$ cat config.mk
export PLATFORM = sky130hd
export DESIGN_NAME = uart_rx_deserializer
export DESIGN_NICKNAME = d
export VERILOG_FILES = /design/src/rtl/uart_pkg.sv /design/src/rtl/uart_rx_sampler.sv /design/src/rtl/uart_rx_deserializer.sv
export SDC_FILE = /design/constraint.sdc
export NUM_CORES = 1
export LEC_CHECK = 0
export ABC_AREA = 1
export CORE_ASPECT_RATIO = 1.1
export CORE_UTILIZATION = 50
export CTS_CLUSTER_DIAMETER = 200
export DETAILED_ROUTE_END_ITERATION = 7
export PLACE_DENSITY = 0.74
export SLEW_MARGIN = 15
export SYNTH_ARGS = -nofsm -noshare
export SYNTH_HDL_FRONTEND = slang
export SYNTH_SLANG_ARGS = --single-unit
$ cat constraint.sdc
create_clock -name baud_clk -period 1.9 [get_ports baud_clk]
set_input_delay 0.285 -clock baud_clk [delete_from_list [all_inputs] [get_ports baud_clk]]
set_output_delay 0.285 -clock baud_clk [all_outputs]
set_load 0.05 [all_outputs]
$ cat src/rtl/uart_pkg.sv
// -----------------------------------------------------------------------------
// uart_pkg
// Shared types and constants for the UART receive path.
//   uart_rx_state_t   : receiver FSM states
//   UART_PAR_EVEN/ODD : values for the PARITY_ODD parameter
//   *_MIN / *_MAX     : legal ranges for DATA_BITS and OVERSAMPLE
//   majority3()       : 2-of-3 vote used at the bit centre
// -----------------------------------------------------------------------------
package uart_pkg;

    typedef enum logic [2:0] {
        IDLE,
        START,
        DATA,
        PARITY,
        STOP,
        BRK_WAIT
    } uart_rx_state_t;

    localparam int UART_PAR_EVEN = 0;
    localparam int UART_PAR_ODD  = 1;

    localparam int UART_DATA_BITS_MIN  = 5;
    localparam int UART_DATA_BITS_MAX  = 9;
    localparam int UART_OVERSAMPLE_MIN = 8;
    localparam int UART_OVERSAMPLE_MAX = 32;

    function automatic logic majority3(input logic a, input logic b, input logic c);
        return (a & b) | (a & c) | (b & c);
    endfunction

endpackage

$ cat src/rtl/uart_rx_sampler.sv
// -----------------------------------------------------------------------------
// uart_rx_sampler
// Front end of the receiver: 2-flop synchroniser, per-bit tick counter and
// 3-sample majority voter around the bit centre.
//   baud_clk  in  : OVERSAMPLE x baud sampling clock
//   reset     in  : synchronous, active-high
//   data_tx   in  : asynchronous serial line, idle high
//   tick_clr  in  : hold/return the tick counter to 0 (FSM idle or leaving)
//   line      out : synchronised serial line
//   bit_val   out : majority of line at ticks MID-1, MID, MID+1
//   decide    out : decision cycle (tick == MID+1), bit_val is valid
//   bit_end   out : last tick of the bit period (tick == OVERSAMPLE-1)
// -----------------------------------------------------------------------------
module uart_rx_sampler
    import uart_pkg::*;
#(
    parameter int OVERSAMPLE = 16
) (
    input  logic baud_clk,
    input  logic reset,
    input  logic data_tx,
    input  logic tick_clr,
    output logic line,
    output logic bit_val,
    output logic decide,
    output logic bit_end
);

    localparam int TICK_W = $clog2(OVERSAMPLE);
    localparam int MID    = OVERSAMPLE / 2;

    localparam logic [TICK_W-1:0] TICK_PRE  = TICK_W'(MID - 1);
    localparam logic [TICK_W-1:0] TICK_MID  = TICK_W'(MID);
    localparam logic [TICK_W-1:0] TICK_DEC  = TICK_W'(MID + 1);
    localparam logic [TICK_W-1:0] TICK_LAST = TICK_W'(OVERSAMPLE - 1);

    logic [1:0]        sync_q;
    logic [TICK_W-1:0] tick_q;
    logic              samp_pre_q;
    logic              samp_mid_q;

    // NOTE: clocked state is written only with non-blocking assignments so
    // every flop samples the pre-edge value of the others, independent of
    // statement order or process scheduling.
    always_ff @(posedge baud_clk) begin
        if (reset) begin
            sync_q     <= 2'b11;
            tick_q     <= '0;
            samp_pre_q <= 1'b1;
            samp_mid_q <= 1'b1;
        end else begin
            sync_q <= {sync_q[0], data_tx};
            if (tick_clr || tick_q == TICK_LAST) begin
                tick_q <= '0;
            end else begin
                tick_q <= tick_q + TICK_W'(1);
            end
            // The third vote is the live line value in the decision cycle.
            if (tick_q == TICK_PRE) samp_pre_q <= line;
            if (tick_q == TICK_MID) samp_mid_q <= line;
        end
    end

    assign line    = sync_q[1];
    assign bit_val = majority3(samp_pre_q, samp_mid_q, line);
    assign decide  = (tick_q == TICK_DEC);
    assign bit_end = (tick_q == TICK_LAST);

endmodule

$ cat src/rtl/uart_rx_deserializer.sv
// -----------------------------------------------------------------------------
// uart_rx_deserializer
// Parametrised UART receiver: deframes start/data/parity/stop, detects
// false starts, parity and framing errors, breaks and overruns, and presents
// each word through a valid/ready handshake.
//   baud_clk    in  : OVERSAMPLE x baud sampling clock
//   reset       in  : synchronous, active-high
//   data_tx     in  : asynchronous serial line, idle high
//   rx_data     out : received word (LSB first on the wire)
//   rx_valid    out : word and status available
//   rx_ready    in  : consumer accepts the word
//   parity_err  out : parity mismatch in the held word
//   frame_err   out : a stop bit was sampled low
//   break_det   out : the held word is a break condition
//   overrun     out : frame(s) dropped while rx_valid was held
//   active_flag out : a frame is in progress (state != IDLE)
// -----------------------------------------------------------------------------
module uart_rx_deserializer
    import uart_pkg::*;
#(
    parameter int DATA_BITS  = 8,
    parameter int OVERSAMPLE = 16,
    parameter int PARITY_EN  = 1,
    parameter int PARITY_ODD = UART_PAR_EVEN,
    parameter int STOP_BITS  = 1
) (
    input  logic                 baud_clk,
    input  logic                 reset,
    input  logic                 data_tx,
    output logic [DATA_BITS-1:0] rx_data,
    output logic                 rx_valid,
    input  logic                 rx_ready,
    output logic                 parity_err,
    output logic                 frame_err,
    output logic                 break_det,
    output logic                 overrun,
    output logic                 active_flag
);

    if (DATA_BITS < UART_DATA_BITS_MIN || DATA_BITS > UART_DATA_BITS_MAX) begin : g_bad_data_bits
        $fatal(1, "uart_rx_deserializer: DATA_BITS=%0d out of range", DATA_BITS);
    end
    if (OVERSAMPLE < UART_OVERSAMPLE_MIN || OVERSAMPLE > UART_OVERSAMPLE_MAX
        || (OVERSAMPLE % 2) != 0) begin : g_bad_oversample
        $fatal(1, "uart_rx_deserializer: OVERSAMPLE=%0d illegal", OVERSAMPLE);
    end
    if (PARITY_EN != 0 && PARITY_EN != 1) begin : g_bad_parity_en
        $fatal(1, "uart_rx_deserializer: PARITY_EN=%0d illegal", PARITY_EN);
    end
    if (PARITY_ODD != UART_PAR_EVEN && PARITY_ODD != UART_PAR_ODD) begin : g_bad_parity_odd
        $fatal(1, "uart_rx_deserializer: PARITY_ODD=%0d illegal", PARITY_ODD);
    end
    if (STOP_BITS != 1 && STOP_BITS != 2) begin : g_bad_stop_bits
        $fatal(1, "uart_rx_deserializer: STOP_BITS=%0d illegal", STOP_BITS);
    end

    localparam int                CNT_W     = $clog2(DATA_BITS);
    localparam logic [CNT_W-1:0]  LAST_BIT  = CNT_W'(DATA_BITS - 1);
    localparam logic              LAST_STOP = 1'(STOP_BITS - 1);
    localparam logic              PAR_INV   = (PARITY_ODD == UART_PAR_ODD);

    uart_rx_state_t       state_q;
    uart_rx_state_t       state_d;
    logic [DATA_BITS-1:0] shift_q;
    logic [CNT_W-1:0]     bit_cnt_q;
    logic                 stop_cnt_q;
    logic                 par_err_q;
    logic                 frm_err_q;
    logic                 par_bit_q;

    logic line;
    logic bit_val;
    logic decide;
    logic bit_end;
    logic tick_clr;
    logic complete;
    logic frame_fe;
    logic frame_brk;
    logic par_expect;
    logic accept;

    // Clearing on the way into IDLE as well keeps tick at 0 for the whole
    // IDLE stay, so the first START cycle is always tick 0.
    assign tick_clr = (state_q == IDLE) || (state_d == IDLE);

    uart_rx_sampler #(
        .OVERSAMPLE (OVERSAMPLE)
    ) u_sampler (
        .baud_clk (baud_clk),
        .reset    (reset),
        .data_tx  (data_tx),
        .tick_clr (tick_clr),
        .line     (line),
        .bit_val  (bit_val),
        .decide   (decide),
        .bit_end  (bit_end)
    );

    // The frame ends in the decision cycle of the last stop bit, not at its
    // wrap, leaving half a bit of margin to resync on a following start bit.
    assign complete   = (state_q == STOP) && decide && (stop_cnt_q == LAST_STOP);
    assign frame_fe   = frm_err_q | ~bit_val;
    assign frame_brk  = (shift_q == '0) && (PARITY_EN == 0 || !par_bit_q) && !bit_val;
    assign par_expect = (^shift_q) ^ PAR_INV;
    assign accept     = !rx_valid || rx_ready;

    // NOTE: state_d gets its default before the case so every path assigns
    // it; a missing branch would otherwise infer a latch.
    always_comb begin
        state_d = state_q;
        unique case (state_q)
            IDLE:     if (!line) state_d = START;
            START: begin
                if (decide && bit_val) begin
                    state_d = IDLE;
                end else if (bit_end) begin
                    state_d = DATA;
                end
            end
            DATA: begin
                if (bit_end && bit_cnt_q == LAST_BIT) begin
                    state_d = (PARITY_EN != 0) ? PARITY : STOP;
                end
            end
            PARITY:   if (bit_end) state_d = STOP;
            STOP:     if (complete) state_d = frame_brk ? BRK_WAIT : IDLE;
            BRK_WAIT: if (line) state_d = IDLE;
            default:  state_d = IDLE;
        endcase
    end

    always_ff @(posedge baud_clk) begin
        if (reset) begin
            state_q    <= IDLE;
            bit_cnt_q  <= '0;
            stop_cnt_q <= 1'b0;
            par_err_q  <= 1'b0;
            frm_err_q  <= 1'b0;
        end else begin
            state_q <= state_d;
            case (state_q)
                IDLE: begin
                    bit_cnt_q  <= '0;
                    stop_cnt_q <= 1'b0;
                    par_err_q  <= 1'b0;
                    frm_err_q  <= 1'b0;
                end
                DATA: begin
                    if (bit_end) begin
                        bit_cnt_q <= (bit_cnt_q == LAST_BIT) ? '0 : bit_cnt_q + CNT_W'(1);
                    end
                end
                PARITY: begin
                    if (decide && bit_val != par_expect) par_err_q <= 1'b1;
                end
                STOP: begin
                    if (decide && !bit_val) frm_err_q <= 1'b1;
                    if (bit_end) stop_cnt_q <= 1'b1;
                end
                default: ;
            endcase
        end
    end

    // NOTE: the shift register and captured parity bit carry no reset; every
    // frame rewrites them completely before they are read at completion.
    always_ff @(posedge baud_clk) begin
        if (state_q == DATA && decide) shift_q <= {bit_val, shift_q[DATA_BITS-1:1]};
        if (state_q == PARITY && decide) par_bit_q <= bit_val;
    end

    always_ff @(posedge baud_clk) begin
        if (reset) begin
            rx_data    <= '0;
            rx_valid   <= 1'b0;
            parity_err <= 1'b0;
            frame_err  <= 1'b0;
            break_det  <= 1'b0;
            overrun    <= 1'b0;
        end else if (complete) begin
            if (accept) begin
                rx_data    <= shift_q;
                rx_valid   <= 1'b1;
                parity_err <= (PARITY_EN != 0) && par_err_q;
                frame_err  <= frame_fe;
                break_det  <= frame_brk;
                overrun    <= 1'b0;
            end else begin
                // Held word stays untouched; only the drop is recorded.
                overrun <= 1'b1;
            end
        end else if (rx_valid && rx_ready) begin
            rx_valid <= 1'b0;
            overrun  <= 1'b0;
        end
    end

    assign active_flag = (state_q != IDLE);

endmodule

* Word level (Yosys, flattened, before mapping)
Cells that the tools add are included.
** Word-level totals
- Bits in registers :: 39
- Logic and storage cells :: 99
** Operators by class
- $add $sub $neg :: 2
- Equality and inequality tests :: 16
- Multiplexer cells :: 23
- Bitwise operators :: 8
- Reduce and logical (&&, ||, !) cells :: 33
** Operator list (number)
- $mux 3 :: 10
- $pmux 3 s6 :: 1
- $eq 4x4->1 const B :: 3
- $reduce_and 2->1 :: 6
- $logic_and 1x1->1 :: 11
- $eq 3x3->1 const B :: 3
- $logic_not 8->1 :: 1
- $mux 1 :: 8
- $reduce_bool 2->1 :: 4
- $reduce_xor 8->1 :: 1
- $eq 3x2->1 const B :: 2
- $logic_not 3->1 :: 2
- $ne 2x2->1 const B :: 3
- $pmux 1 s2 :: 3
- $pmux 3 s2 :: 1
- $add 4x1->4 const B :: 1
- $eq 4x3->1 const B :: 1
- $ne 2x1->1 const B :: 2
- $add 3x1->3 const B :: 1
- $and 1x1->1 :: 3
- $eq 3x1->1 const B :: 1
- $logic_not 1->1 :: 3
- $logic_or 1x1->1 :: 3
- $or 1x1->1 :: 3
- other kinds (4) :: 5

* Depth between registers and ports, before layout
- Depth after elaboration :: 12
- Mapped depth :: 10

* By module
A second synthesis with hierarchy kept.
** Unflattened totals
- Cell total of the unflattened synthesis :: 203
- Area, all modules :: 1750.4 um2
** Modules (own cells, without submodules)
- uart_rx_deserializer :: instances 1, cells each 161, area an instance 1401.3 um2
- uart_rx_sampler :: instances 1, cells each 42, area an instance 349.1 um2

* Worst setup path before layout
No wires, ideal clock.
- Path kind :: register -> register
- From :: register u_sampler.tick_q[0]
- To :: register shift_q[0], enable pin
- Setup time :: 0.395 ns
- Data arrival time :: 1.505 ns
- Data required time :: 1.505 ns
- Slack :: 0.001 ns
- Cell stages (with the launch flop) :: 4
- Buffers on the path :: 0
- Cells stage by stage :: dfxtp_1 -> ha_1 -> nand3_2 -> nor4_1
** On the way
- Cells in the longest elaborated chain, start to end :: 2
** RTL lines
- start: declaration :: RTL line uart_rx_sampler.sv:38 : logic [TICK_W-1:0] tick_q;
- start signal: assignment :: RTL line uart_rx_sampler.sv:56 : tick_q <= tick_q + TICK_W'(1);
- $eq 4x4->1 :: RTL line uart_rx_sampler.sv:66 : assign decide = (tick_q == TICK_DEC);
- $logic_and 1x1->1 :: RTL line uart_rx_deserializer.sv:168 : if (state_q == DATA && decide) shift_q <= {bit_val, shift_q[DATA_BITS-1:1]};
- end signal: assignment :: RTL line uart_rx_deserializer.sv:168
- end: declaration :: RTL line uart_rx_deserializer.sv:64 : logic [DATA_BITS-1:0] shift_q;
Every way passes these cells.
A chain may end at the register's enable or synchronous reset.

* Worst setup path after layout
- From :: register rx_valid
- To :: output rx_valid
** RTL lines
- start: declaration :: RTL line uart_rx_deserializer.sv:31 : output logic rx_valid,
- start signal: assignment :: RTL line uart_rx_deserializer.sv:175 : rx_valid <= 1'b0;
- start signal: assignment :: RTL line uart_rx_deserializer.sv:183 : rx_valid <= 1'b1;
- start signal: assignment :: RTL line uart_rx_deserializer.sv:193 : rx_valid <= 1'b0;
No word-level cell between the ends.

==> results.yml <==
grt:
  track_usage_pct: 18.97
  antenna_found_initial: 0
  grt_pass1_vias: 1203
  grt_max_degree: 23
  grt_first_pass_wirelength_mm: 5.140
  gr-total-overflow: 0
synth:
  yosysMostFrequentCell: "dfxtp_1"
  ys_seq_elements: 39
  synth_warnings: 0
  ys_top_cells_by_area: "dfxtp_1 34%, edfxtp_1 15%, ha_1 6.4%"
  synth_sequential_area_ratio_pct: 49.71
  syn-cell-area_um2: 1752
  synth_cell_type_count: 31
  synthArstFlopShare_pct: 0
  syn_nets: 210
  synth_edf_count: 9
  yosysTopAreaCellShare_pct: 34.29
  syn_avg_cell_area_um2: 8.892
  synth_flop_cell: "dfxtp_1"
  synth_top_area_cell: "dfxtp_1"
  syn_inst: 197
  synth_commonest_cells: "30 x dfxtp_1, 28 x inv_1, 22 x nand2_1, 21 x nor2_1, 16 x o21ai_0"
timing:
  fin_skew_ns: 0.008562
  rsz0062_at_grt: "false"
  fmax_mhz: 554.9
  maxSlewHeadroom_pct: 66.08
  fin_crit_ns: 1.802
  hold_viol: 0
  setup-violations-final: 0
  fin_crit_sh_pct: 94.85
  fin_setup_tns_ns: 0
  tightestPinTransition_ns: 0.5072
  worst_slack_ns: 0.09785
  slew_violations: 0
critical_path:
  path_cells: "clkdlybuf4s50_1"
  cpLargestDelayFamily: "buffers and inverters"
  crit_path_start_kind: "flop"
  cpPeakStageDelay_ns: 0.80
  worstPathRequired_ns: 1.62
  cp-end-kind: "output port"
  worst-path-buf-inv: 1
  arrival_ns: 1.52
  slowest_stage: "clkdlybuf4s50_1"
  crit_type: "reg2out"
  worstPathMaxFanout: 3
cts:
  cts_tree: "done"
  cts_htree_levels: 2
  post_cts_resized: 0
  insertion_delay_ns: 0.36
  numCtsBuffers: 5
  clk_path_buf_depth: 2
  cts_setup_buffers: 0
  cts.sinks: 39
  clk_pin_slew_ns: 0.11
  hold_buffers: 0
  root_buffer: "clkbuf_4"
drt:
  drc: 0
  via_count: 1298
  routed_wl_mm: 2.961
  firstDrtPassIters: 4
  wire_per_inst_um: 11.01
  first_iter_violations: 38
  viasPerCell: 4.825
  ant_nets: 0
layout:
  seq_area_um2: 870.8
  area_delta_synth_final_pct: 17.64
  fin_cells: 269
  final_nets: 233
  final_area_um2: 2061
  antenna_cells: 0
  fillCellCount: 295
  drive_above_1_share_pct: 14.93
  multiInputGateArea_um2: 745.7
place:
  postPlaceCellArea_um2: 1988
  dpl.hpwl_mm: 2.176
  numPortBuffers: 17
  dp_cells: 261
  routabilityCongestion: 0.8481
  post-place-ws_ns: 0.2676
flow_run:
  maxCapViolCount: 0
power_and_ir_drop:
  leakagePower_uw: 0.0008315
  total_power_uw: 1393
  powerDensity_nw_per_um2: 675.8
  ir_drop_mv: 0.3401
run_status:
  outcome: "finished clean"
min_path:
  min_path_type: "reg2reg"
floorplanning:
  die_h_um: 64.08
  fp.dieArea_um2: 3744
  pin_count: 18
  std_cell_rows: 22
  core_um2: 3331
  start_util_pct: 52.59
  die_x_um: 58.44
[path summary, 6_finish.rpt]
path | startpoint | endpoint | slack, ns | cells after the start
worst max-delay path | rx_valid$_SDFFE_PP0P_ | rx_valid | 0.1 | 1
worst min-delay path | u_sampler.sync_q[0]$_SDFF_PP1_ | u_sampler.sync_q[1]$_SDFF_PP1_ | 0.42 | 1
worst max register to register | u_sampler.tick_q[0]$_SDFF_PP0_ | u_sampler.tick_q[0]$_SDFF_PP0_ | 0.28 | 7
worst min register to register | u_sampler.sync_q[0]$_SDFF_PP1_ | u_sampler.sync_q[1]$_SDFF_PP1_ | 0.42 | 1
[power breakdown]
part / leakage, uW / switching [uW] / total, uW / internal, uW
clock: 0.0000375 / 273 / 490 / 216
sequential: 0.000320 / 3.32 / 852 / 849
combinational: 0.000474 / 32.1 / 50.9 / 18.8
[final cells by class]
| class | instances | share of cell area [%] |
|---|---|---|
| Timing Repair Buffer | 20 | 9.836 |
| Inverter | 29 | 5.282 |
| Sequential cell | 39 | 42.26 |
| Tap cell | 48 | 2.914 |
| Clock buffer | 7 | 3.157 |
| Multi-Input combinational cell | 125 | 36.19 |
| Clock inverter | 1 | 0.3643 |
[state kept, by name (all words and copies together), names as in the netlist]
| name | cells |
|---|---|
| bit_cnt_q | 3 |
| break_det | 1 |
| frame_err | 1 |
| frm_err_q | 1 |
| overrun | 1 |
| par_bit_q | 1 |
| par_err_q | 1 |
| parity_err | 1 |
| rx_data | 8 |
| rx_valid | 1 |
| shift_q | 8 |
| state_q | 3 |
| stop_cnt_q | 1 |
| u_sampler.samp_mid_q | 1 |
| u_sampler.samp_pre_q | 1 |
| u_sampler.sync_q | 2 |
| u_sampler.tick_q | 4 |
[logic make-up after synthesis]
logic type	after synthesis	synth area share, %
AO/OA/AOI/OAI	40	14.29
XOR/XNOR	5	2.500
adder cells (fa/ha/maj)	9	6.429
buffers and inverters	33	7.714
flip-flops	39	49.71
AND/OR/NAND/NOR	71	19.36
[layout by cell type, fill, tap and decap left out, drive strengths merged]
cell type / n
a21boi: 1
a21oi: 17
a32o: 1
buf: 4
clkbuf: 7
clkdlybuf4s50: 16
clkinvlp: 1
dfxtp: 30
edfxtp: 9
ha: 9
inv: 29
nand2: 24
nand3: 12
nor2: 25
nor3: 6
nor4: 1
o21a: 2
o21ai: 18
o311ai: 1
or2: 3
xnor2: 4
xor2: 1
[per-layer routing]
layer / track usage [%] / vias up / part of all wire, %
met3: 4.251 / 8 / 3.9
met2: 30.89 / 20 / 47
met5: 0 / - / 0
met4: 13.39 / 0 / 3.1
li1: - / 689 / -
met1: 21.60 / 581 / 45
[metrics by stage]
stage | util [%] | hold WS (ns)
6_report | 61.87 | 0.4218
3_5_place_dp | 59.69 | 0.3976
3_3_place_gp | 59.69 | 0.3948
4_1_cts | 61.87 | 0.4265
5_1_grt | 61.87 | 0.4399
2_1_floorplan | - | 0.3888
No activity file was read; power rests on OpenSTA's default activity.
